===== config.mk =====
export PLATFORM = sky130hd
export DESIGN_NAME = hilo_unit
export DESIGN_NICKNAME = d
export VERILOG_FILES = /design/src/rtl/hilo_pkg.sv /design/src/rtl/hilo_countdown.sv /design/src/rtl/hilo_unit.sv
export SDC_FILE = /design/constraint.sdc
export NUM_CORES = 1
export LEC_CHECK = 0
export CORE_MARGIN = 4
export CORE_UTILIZATION = 40
export CTS_BUF_LIST = sky130_fd_sc_hd__clkbuf_2 sky130_fd_sc_hd__clkbuf_4 sky130_fd_sc_hd__clkbuf_8
export DETAILED_ROUTE_END_ITERATION = 8
export PLACE_DENSITY = 0.74
export SYNTH_ARGS = -nofsm -noshare
export SYNTH_HDL_FRONTEND = slang
export SYNTH_SLANG_ARGS = --single-unit

===== constraint.sdc =====
create_clock -name clock -period 5.78 [get_ports clock]
set_input_delay 1.156 -clock clock [delete_from_list [all_inputs] [get_ports clock]]
set_output_delay 1.156 -clock clock [all_outputs]
set_load 0.05 [all_outputs]

===== src/rtl/hilo_pkg.sv =====
// hilo_pkg: shared widths, op encodings, FSM states and the pending-result
// payload used by hilo_unit and hilo_countdown.
package hilo_pkg;

   localparam int unsigned DATA_W = 32;
   localparam int unsigned OP_W   = 3;
   localparam int unsigned CNT_W  = 5;

   // Op encodings; these mirror the HILO_* defines the decoder consumes.
   // Code 7 is unassigned and behaves as OP_NONE.
   typedef enum logic [OP_W-1:0] {
      OP_NONE = 3'd0,
      OP_MULT = 3'd1,
      OP_DIV  = 3'd2,
      OP_MTHI = 3'd3,
      OP_MTLO = 3'd4,
      OP_MFHI = 3'd5,
      OP_MFLO = 3'd6
   } hilo_op_e;

   typedef enum logic {
      ST_IDLE = 1'b0,
      ST_BUSY = 1'b1
   } hilo_state_e;

   // Result captured at issue, held until the commit edge.
   typedef struct packed {
      logic [DATA_W-1:0] hi;
      logic [DATA_W-1:0] lo;
      logic              div_zero;
   } hilo_pending_t;

   // True for every op that touches HI/LO (and therefore stalls while busy).
   function automatic logic is_hilo_access(input logic [OP_W-1:0] op);
      return (op inside {OP_MULT, OP_DIV, OP_MTHI, OP_MTLO, OP_MFHI, OP_MFLO});
   endfunction

endpackage


===== src/rtl/hilo_countdown.sv =====
// hilo_countdown: loadable down-counter for multi-cycle units.
//   clock, reset : clock and asynchronous active-high reset
//   load, value  : load value into the counter (load has priority)
//   dec          : decrement by one; saturates at zero
//   zero         : counter currently holds zero
module hilo_countdown
   import hilo_pkg::*;
(
   input  logic             clock,
   input  logic             reset,
   input  logic             load,
   input  logic             dec,
   input  logic [CNT_W-1:0] value,
   output logic             zero
);

   logic [CNT_W-1:0] count;

   always_ff @(posedge clock or posedge reset) begin
      if (reset) begin
         count <= '0;
      end else if (load) begin
         count <= value;
      end else if (dec && (count != '0)) begin
         count <= count - 1'b1;
      end
   end

   assign zero = (count == '0);

endmodule


===== src/rtl/hilo_unit.sv =====
// hilo_unit: HI/LO register stage behind the ALU. Holds mult/div results for
// MULT_CYCLES/DIV_CYCLES edges before committing them, serves mthi/mtlo/
// mfhi/mflo, and requests a stall for any HI/LO access while busy.
//   clock, reset         : clock and asynchronous active-high reset
//   sig_hilo_op          : op code (see hilo_op_e)
//   alu_hi, alu_lo       : ALU mult/div result for the current op
//   src_a, src_b         : mthi/mtlo write data; divisor (zero check only)
//   read_data            : combinational HI/LO for mfhi/mflo, else 0
//   hi_out, lo_out       : architectural HI/LO
//   busy                 : mult/div in flight (registered)
//   stall_req            : current op held upstream this cycle
//   div_zero             : pulse in the cycle after a divide-by-zero commit
module hilo_unit
   import hilo_pkg::*;
#(
   parameter int unsigned MULT_CYCLES = 4,
   parameter int unsigned DIV_CYCLES  = 12
)(
   input  logic              clock,
   input  logic              reset,
   input  logic [OP_W-1:0]   sig_hilo_op,
   input  logic [DATA_W-1:0] alu_hi,
   input  logic [DATA_W-1:0] alu_lo,
   input  logic [DATA_W-1:0] src_a,
   input  logic [DATA_W-1:0] src_b,
   output logic [DATA_W-1:0] read_data,
   output logic [DATA_W-1:0] hi_out,
   output logic [DATA_W-1:0] lo_out,
   output logic              busy,
   output logic              stall_req,
   output logic              div_zero
);

   // Counter holds N-1 after issue so commit lands on edge issue+N.
   localparam logic [CNT_W-1:0] MULT_LOAD = CNT_W'(MULT_CYCLES - 1);
   localparam logic [CNT_W-1:0] DIV_LOAD  = CNT_W'(DIV_CYCLES - 1);

   hilo_state_e   state;
   hilo_pending_t pending;
   logic          is_mult;
   logic          is_div;
   logic          cnt_load;
   logic          cnt_dec;
   logic          cnt_zero;

   assign busy     = (state == ST_BUSY);
   assign is_mult  = (sig_hilo_op == OP_MULT);
   assign is_div   = (sig_hilo_op == OP_DIV);
   assign cnt_load = !busy && (is_mult || is_div);
   assign cnt_dec  = busy && !cnt_zero;

   hilo_countdown u_countdown (
      .clock (clock),
      .reset (reset),
      .load  (cnt_load),
      .dec   (cnt_dec),
      .value (is_div ? DIV_LOAD : MULT_LOAD),
      .zero  (cnt_zero)
   );

   assign stall_req = busy && is_hilo_access(sig_hilo_op);

   // Reads bypass nothing: HI/LO as of this cycle, blanked while stalled.
   always_comb begin
      read_data = '0;
      if (!busy) begin
         if (sig_hilo_op == OP_MFHI) begin
            read_data = hi_out;
         end else if (sig_hilo_op == OP_MFLO) begin
            read_data = lo_out;
         end
      end
   end

   // FSM, pending result and architectural HI/LO.
   always_ff @(posedge clock or posedge reset) begin
      if (reset) begin
         state    <= ST_IDLE;
         pending  <= '0;
         hi_out   <= '0;
         lo_out   <= '0;
         div_zero <= 1'b0;
      end else begin
         div_zero <= 1'b0;
         case (state)
            ST_IDLE: begin
               case (sig_hilo_op)
                  OP_MULT: begin
                     pending <= '{hi: alu_hi, lo: alu_lo, div_zero: 1'b0};
                     state   <= ST_BUSY;
                  end
                  OP_DIV: begin
                     pending <= '{hi: alu_hi, lo: alu_lo, div_zero: (src_b == '0)};
                     state   <= ST_BUSY;
                  end
                  OP_MTHI: hi_out <= src_a;
                  OP_MTLO: lo_out <= src_a;
                  default: ;
               endcase
            end
            ST_BUSY: begin
               if (cnt_zero) begin
                  state <= ST_IDLE;
                  // A divide by zero leaves HI/LO untouched and flags instead.
                  if (pending.div_zero) begin
                     div_zero <= 1'b1;
                  end else begin
                     hi_out <= pending.hi;
                     lo_out <= pending.lo;
                  end
               end
            end
            default: state <= ST_IDLE;
         endcase
      end
   end

endmodule


# --- Word-level counts from Yosys, hierarchy flattened ---
# Cells that the tools add are included.
op_classes:
  add_sub_neg: 1
  eq_ne: 10
  mux: 21
  n_bitwise: 1
  n_reduce_logical: 17
ops:
  columns: ["op", "count"]
  rows:
  - ["2-to-1 mux 32 bit", 9]
  - ["case mux 65 bit (2 select lines)", 1]
  - ["case mux 32 bit (2 select lines)", 2]
  - ["logical NOT 32 bit", 1]
  - ["2-to-1 mux 5 bit", 2]
  - ["equality test 3 bit (second input constant)", 3]
  - ["equality test 3 x 2 -> 1 bit (second input constant)", 2]
  - ["!= test 2 bit (second input constant)", 3]
  - ["AND reduction 3 bit", 2]
  - ["nonzero test 6 bit", 1]
  - ["logical NOT 5 bit", 1]
  - ["2-to-1 mux 1 bit", 5]
  - ["nonzero test 5 bit", 1]
  - ["subtractor 5 x 1 -> 5 bit (second input constant)", 1]
  - ["logical AND 1 bit", 4]
  - ["2-to-1 mux 4 bit", 1]
  - ["nonzero test 2 bit", 2]
  - ["equality test 3 x 1 -> 1 bit (second input constant)", 1]
  - ["logical NOT 1 bit", 2]
  - ["!= test 2 x 1 -> 1 bit (second input constant)", 1]
  - ["case mux 1 bit (2 select lines)", 1]
  - ["AND reduction 2 bit", 1]
  - ["OR reduction 2 bit", 1]
  - ["logical OR 1 bit", 1]
  - ["NOT 1 bit", 1]
word_totals:
  register_bits: 136
  in_bits: 133
  word_cells: 58

# --- Depth between registers and ports, before layout ---
# Gate-level depths: netlist of the first run.
logic_depth:
  word_depth: 6
  depth_mapped: 8
  mapped_depth_nobuf: 6

# --- By module ---
# A second synthesis of the first run with hierarchy kept.
hier_totals:
  cells_unflattened: 727
  area_unflattened_um2: 6153.4
by_module_without_submodules:
  columns: ["mod", "instances", "cells_per_inst", "area_per_inst_um2"]
  rows:
  - ["hilo_unit", 1, 694, 5850.6]
  - ["hilo_countdown", 1, 33, 302.8]

# --- Worst setup path after synthesis of the first run ---
# No wires, ideal clock.
synth_timing:
  path_type: "input port to output port"
  start: "in sig_hilo_op[1]"
  end: "out read_data[10]"
  arrival_time_ns: 2.698
  t_required_ns: 4.624
  slack_ns: 1.926
  stages: 6
  n_path_buf: 2
  path_cell_list: "nor2b_1 > and2_1 > clkbuf_1 > clkbuf_1 > a22oi_1 > nor2_1"
synth_between:
  elab_chain_cells: 4
  word_cells_on_any_way: 5
  classes_between: "eq/ne (2); mux (3)"
synth_lines:
  columns: ["element", "line_no", "text"]
  rows:
  - ["start, declared", "hilo_unit.sv:21", "input logic [OP_W-1:0] sig_hilo_op,"]
  - ["equality test 3 bit", "hilo_unit.sv:69", "end else if (sig_hilo_op == OP_MFLO) begin"]
  - ["2-to-1 mux 32 bit", "hilo_unit.sv:69", null]
  - ["2-to-1 mux 32 bit *", "hilo_unit.sv:67", "if (sig_hilo_op == OP_MFHI) begin"]
  - ["2-to-1 mux 32 bit *", "hilo_unit.sv:66", "if (!busy) begin"]
  - ["end, declared", "hilo_unit.sv:26", "output logic [DATA_W-1:0] read_data,"]
# Every way passes the cells marked *; elsewhere a longest branch is shown, timed or not.

# --- Worst setup path after layout of the first run ---
layout_timing:
  start: "in sig_hilo_op[0]"
  end: "out read_data[2]"
# Same word-level chain as after synthesis.

==> results of run 1 <==
[per-layer routing]
metal | global-route usage, % | up-vias | wire (um)
met5 | 0 | - | 0
met4 | 6.53 | 0 | 242
met3 | 6.57 | 22 | 1150
met2 | 34.9 | 209 | 8810
met1 | 25.3 | 2570 | 7400
li1 | - | 2468 | -
[per-stage QoR]
step	hold slack (ns)	util, %	setup slack (ns)	instance area [um2]	power [uW]
2_1_floorplan	0.413	-	0.985	6110	3780
3_3_place_gp	0.445	57.3	1.47	8450	4630
3_5_place_dp	0.452	57.3	1.41	8450	4720
4_1_cts	0.463	60.5	1.39	8920	5640
5_1_grt	0.494	60.5	1.26	8920	5940
6_report	0.469	60.5	1.41	8920	5600
[synth_stat cells, types with 2 or more instances]
master	n
buf_2	14
a22oi_1	32
nand3_1	3
nor4_1	9
a21oi_1	129
a22oi_4	2
nor2_1	98
clkbuf_1	23
nand2_1	7
and3_1	2
buf_4	6
or3_1	2
inv_1	3
nor2b_1	34
mux2_2	64
dfrtp_1	136
[sequential cells by signal (all words and copies together) (netlist names)]
| name | cells |
|---|---|
| hi_out | 32 |
| lo_out | 32 |
| div_zero | 1 |
| busy | 1 |
| u_countdown.count | 5 |
| pending | 65 |
[path summary, 6_finish.rpt]
path | start | end
min in group asynchronous | reset | pending[23]$_DFFE_PP0P_
max | sig_hilo_op[0] | read_data[2]
max in group asynchronous | reset | pending[3]$_DFFE_PP0P_
min | u_countdown.count[4]$_DFFE_PP0P_ | div_zero$_DFF_PP0_
max reg2reg | busy$_DFF_PP0_ | lo_out[3]$_DFFE_PP0P_
min reg2reg | u_countdown.count[4]$_DFFE_PP0P_ | div_zero$_DFF_PP0_
[kinds of logic after synthesis]
group	Yosys count	share of synthesized area, %
fa+ha+maj	1	0.205
compound gates	167	15.7
simple gates	165	12.8
mux	64	11.8
buf+inv	46	3.48
flops	136	55.7
xor+xnor	2	0.287
[power breakdown]
group	switching [uW]	internal, uW
Clock	362	540
Combinational	1760	1050
Sequential	436	1450
Total	2560	3030
[area by class of cell]
type | instances | share of cell area, %
clock buffer | 20 | 3.02
clock inverter | 12 | 2.22
inverter | 3 | 0.182
multi-input combinational | 399 | 28.0
sequential | 136 | 38.2
tap | 184 | 2.58
timing repair buffer | 240 | 25.8
==> impl_results.md, run 1 <==
* Pleak at ~0.0037 uW
* DRT Wirelength at ~18000 um
* Yosys reg bits at ~140
* Most frequent cells in the layout: 199 x clkdlybuf4s50_1, 135 x dfrtp_1, 129 x a21oi_1
* Average cell area after synthesis at between 10 and 15 um2
* Crit path max-delay cell type: and3b_1
* Mapped Area at approximately 6100 um2
* Hold Path Depth at 1
* Ant. Diodes at 0
* CTS Root Cell: clkbuf_8
* Startpoint types: input pin
* Longest Clk Path Bufs at 2
* Finished Layout Cells at just under 1000
* Ys flop type: dfrtp_1
* Cell count after synthesis at between 500 and 600
* Core Area at around 15000 um2
* Hold-fix buffers, CTS at 0
* CTS tree: built
* Multi-input logic area at 2500 um2
* Largest net degree at the start of global routing at 90
* Vias in the first global route at 5517
* Routability cong. at between 0.8 and 0.9
* Data arrival, critical path at approximately 3.2 ns
* Max stage delay on crit path at approximately 0.66 ns
* FILL cells at roughly 1200
* Area delta synth->final at 46.1%
* 1st-pass router iterations at 5
* Antenna violations before repair at 0
* Post-CTS setup buffers at 0
* Clock sinks at between 100 and 150
* Worst IR Drop VDD at between 300 and 400 uV
* Worst-Skew Late Latency at around 0.44 ns
* Critical path endpoint category: output port
* Cell Pwr Density at ~630 nW/um2
* Crit-path max FO at 17
* Post-synth top area cell: dfrtp_1
* Final slew viol count at 0
* Syn nets at about 700
* Max-Slew Margin vs Limit at between 30 and 40%
* DR vias at approximately 5300
* FF+latch area at about 3400 um2
* Syn. warnings at 0
* Htree depth at 4
* Initial Util at 41.4%
* Chip Width at 132 um
* Setup_tns at 0 ns
* DRT iter0 DRCs at approximately 350
* Clock transition at the registers of the reported paths at 0.07 ns
* R2r setup slk at between 2 and 3 ns
* Routed Antenna Nets at 0
* Unrepaired setup endpoints after global routing: no
* Cell Count Post-Placement at 962
* Drt via density at about 5.3
* Worst Path Buf+Inv at 3
* Final min period at 4.37 ns
* Synth async-reset ratio at 100%
* Final Setup Violations at 0
* WL per Instance at about 18 um
* Critical path class: input pin to output port
* Fin crit share at ~76%
* Die Area at roughly 17000 um2
* # Max-Cap Violations at 0
* Crit-path cells: clkdlybuf4s50_1 -> and3b_1 -> buf_4 -> a22oi_1 -> nor2_1 -> buf_4
* Synth cell types at 33
* Die Ht at ~130 um
* CP Depth at 6
* Status: finished clean
* Post-CTS sizing at 0
* Top post-synthesis cells by area: dfrtp_1 56%, mux2_2 12%, a21oi_1 11%
* Setup Skew at 0.00542 ns
* Post-DP HPWL at around 13000 um
* PortBufs at ~230
* Fraction of layout cells with a size suffix above 1 at 17.7%
* Top cell by count, worst path: buf_4
* Hold Path Class: register to register
* Post-synth EDFFs at 0
* Total Routing Usage GR at about 21%
* Drt drc at 0
* Synth top area share at a little under three fifths
* Top delay family on crit path: buffers and inverters
* Commonest non-fill, non-tap cell in the layout: clkdlybuf4s50_1
* Least-Margin Pin Slew at 0.934 ns
* Final Hold Viols at 0
* Io pins at 232
* Max Fclk at 0.229 GHz
* FF-to-FF path depth at 5
* # rows at between 40 and 50
* Global-route wire length before repair at 28900 um
* Nets@finish at ~930
* TritonCTS buffer count at 17
* GRT Residual Overflow at 0
* Sequential share of the synthesized area at a little under three fifths
* Worst EP required at approximately 4.6 ns
Note: power is estimated with default switching activity, not from simulation.
==> run 2, diff against run 1 <==
==> constraint.sdc (replaced) <==
create_clock -name clock -period 4.05 [get_ports clock]
set_input_delay 0.81 -clock clock [delete_from_list [all_inputs] [get_ports clock]]
set_output_delay 0.81 -clock clock [all_outputs]
set_load 0.05 [all_outputs]
==> impl_results.md, run 2 (synthesized netlist as in run 1, its figures left out) <==
* Status: finished clean (unchanged)
* Top flop regs: pending x65, hi_out x32, lo_out x32 (unchanged)
* Hold Path Depth at 1 (unchanged)
* Chip Width at 132 um (unchanged)
* Worst slack at placement at 0.415 ns (was 1.41 ns)
* Die Area at 17300 um2 (unchanged)
* Ant. Diodes at 0 (unchanged)
* FILL cells at 1157 (was 1218)
* Final Setup Violations at 0 (unchanged)
* Hold-fix buffers, CTS at 0 (unchanged)
* Critical path endpoint category: output port (unchanged)
* R2R Path End: pending[3]$_DFFE_PP0P_ (was lo_out[3]$_DFFE_PP0P_)
* Worst Path Buf+Inv at 3 (unchanged)
* Longest Clk Path Bufs at 2 (unchanged)
* Total Routing Usage GR at 20.7% (about the same)
* Data arrival, critical path at 2.82 ns (was 3.21 ns)
* Routability cong. at 0.809 (was 0.827)
* Worst-Skew Late Latency at 0.44 ns (about the same)
* Final min period at ~3.6 ns
* Global-route wire length before repair at 29000 um (was 28900 um)
* Top delay family on crit path: buffers and inverters (unchanged)
* Least-Margin Pin Slew at 0.766 ns (was 0.934 ns)
* Hold path endpoint: div_zero$_DFF_PP0_ (unchanged)
* Finished Layout Cells at 998 (was 994)
* Commonest non-fill, non-tap cell in the layout: clkdlybuf4s50_1 (unchanged)
* Total power at 8070 uW (was 5600 uW)
* Setup_tns at 0 ns (unchanged)
* TritonCTS buffer count at 17 (unchanged)
* Final Hold Viols at 0 (unchanged)
* CTS Root Cell: clkbuf_8 (unchanged)
* Final slew viol count at 0 (unchanged)
* Nets@finish at 936 (was 931)
* Setup Skew at 0.0122 ns (was 0.00542 ns)
* Max Fclk at 0.276 GHz
* Hold Crit Start: u_countdown.count[4]$_DFFE_PP0P_ (unchanged)
* Most frequent cells in the layout: 199 x clkdlybuf4s50_1, 135 x dfrtp_1, 129 x a21oi_1 (unchanged)
* Post-CTS sizing at 0 (unchanged)
* Pleak at 0.00379 uW (was 0.00370 uW)
* Max-Slew Margin vs Limit at 48.8% (was 37.5%)
* Cell Pwr Density at 864 nW/um2 (was 627 nW/um2)
* Worst EP required at 3.24 ns (was 4.62 ns)
* Crit-path cells: clkdlybuf4s50_1 -> nor2b_1 -> and2_1 -> buf_4 -> a22oi_1 -> nor2_1 -> buf_12 (was clkdlybuf4s50_1 -> and3b_1 -> buf_4 -> a22oi_1 -> nor2_1 -> buf_4)
* Final hold slack at 0.469 ns (about the same)
* FF+latch area at 3410 um2 (unchanged)
* Die Ht at 132 um (unchanged)
* Drt drc at 0 (unchanged)
* Cell Count Post-Placement at 967 (was 962)
* Area delta synth->final at 53.0% (was 46.1%)
* Hold Path Class: register to register (unchanged)
* FF-to-FF Start: busy$_DFF_PP0_ (unchanged)
* # rows at 44 (unchanged)
* PortBufs at 231 (unchanged)
* Core Area at 14800 um2 (unchanged)
* R2r setup slk at 1.37 ns (was 2.65 ns)
* Routed Antenna Nets at 0 (unchanged)
* DRT Wirelength at 17800 um (was 17600 um)
* Vias in the first global route at 5653 (was 5517)
* Post-DP HPWL at 12700 um (was 12500 um)
* Unrepaired setup endpoints after global routing: no (unchanged)
* Io pins at 232 (unchanged)
* WL per Instance at 17.8 um (was 17.7 um)
* Final WS setup at 0.422 ns (was 1.41 ns)
* Initial Util at 41.4% (unchanged)
* DR vias at 5305 (was 5269)
* FF-to-FF path depth at 5 (unchanged)
* Multi-input logic area at 2500 um2 (unchanged)
* CP Depth at 7 (was 6)
* Drt via density at 5.32 (was 5.30)
* # Max-Cap Violations at 0 (unchanged)
* Critical path class: input pin to output port (unchanged)
* Fraction of layout cells with a size suffix above 1 at 18.1% (was 17.7%)
* Max reg flops at 65 (unchanged)
* Crit path max-delay cell type: clkdlybuf4s50_1 (was and3b_1)
* Clock transition at the registers of the reported paths at 0.07 ns (about the same)
* Post-CTS setup buffers at 0 (unchanged)
* Max stage delay on crit path at 0.55 ns (was 0.66 ns)
* Startpoint types: input pin (unchanged)
* DRT iter0 DRCs at 264 (was 347)
* Htree depth at 4 (unchanged)
* Worst IR Drop VDD at 535 uV (was 328 uV)
* 1st-pass router iterations at 4 (was 5)
* GRT Residual Overflow at 0 (unchanged)
* CTS tree: built (unchanged)
* Antenna violations before repair at 0 (unchanged)
* Largest Register: pending (unchanged)
* Fin crit share at roughly 90%
* Largest net degree at the start of global routing at 69 (was 90)
* Crit-path max FO at 32 (was 17)
* Clock sinks at 136 (unchanged)
## run 2: changes by cell type in the layout (fill, tap and decap cells not counted), sizes merged
| cell | change |
|---|---|
| buf | +5 |
| bufinv | -1 |
| clkbuf | -1 |
| clkinvlp | +2 |
| inv | -1 |
## run 2: through the flow
stage          instance area, um2  util, %
2_1_floorplan                6110        -
5_1_grt                      9340     63.3
3_3_place_gp                 8900     60.3
4_1_cts                      9340     63.3
6_report                     9340     63.3
3_5_place_dp                 8900     60.3
## run 2: power by group
group	total, uW	internal (uW)	switching [uW]
combinational	4230	1610	2620
sequential	2630	2070	558
clock	1220	698	518
total	8070	4370	3690
## run 2: area by class of cell
type | instances | share of cell area, %
flip-flops and latches | 136 | 36.5
inverters | 3 | 0.161
clock inverters | 12 | 1.88
repair buffers | 245 | 29.4
multi-input cells | 399 | 26.8
clock buffers | 19 | 2.80
well taps | 184 | 2.46
## run 2: how the worst max path moves through the flow
stage,startpoint,end
3_5_place_dp,sig_hilo_op[1],read_data[5]
3_3_place_gp,sig_hilo_op[1],read_data[31]
5_1_grt,sig_hilo_op[1],read_data[28]
2_1_floorplan,sig_hilo_op[1],read_data[10]
6_report,sig_hilo_op[1],read_data[5]
4_1_cts,sig_hilo_op[1],read_data[5]
## run 2: per-layer routing
layer	GRT usage [%]	share of wire [%]
met5	0	0
met4	8.81	2.5
met3	7.03	7.5
met2	35.2	51
met1	23.8	39
## run 2: worst reg2reg max path: stages (launching register included)
cell and delay, ns:
dfrtp_4 0.72, buf_4 0.54, nor2_1 0.17, o21ai_4 0.09, buf_4 0.58, mux2_2 0.47
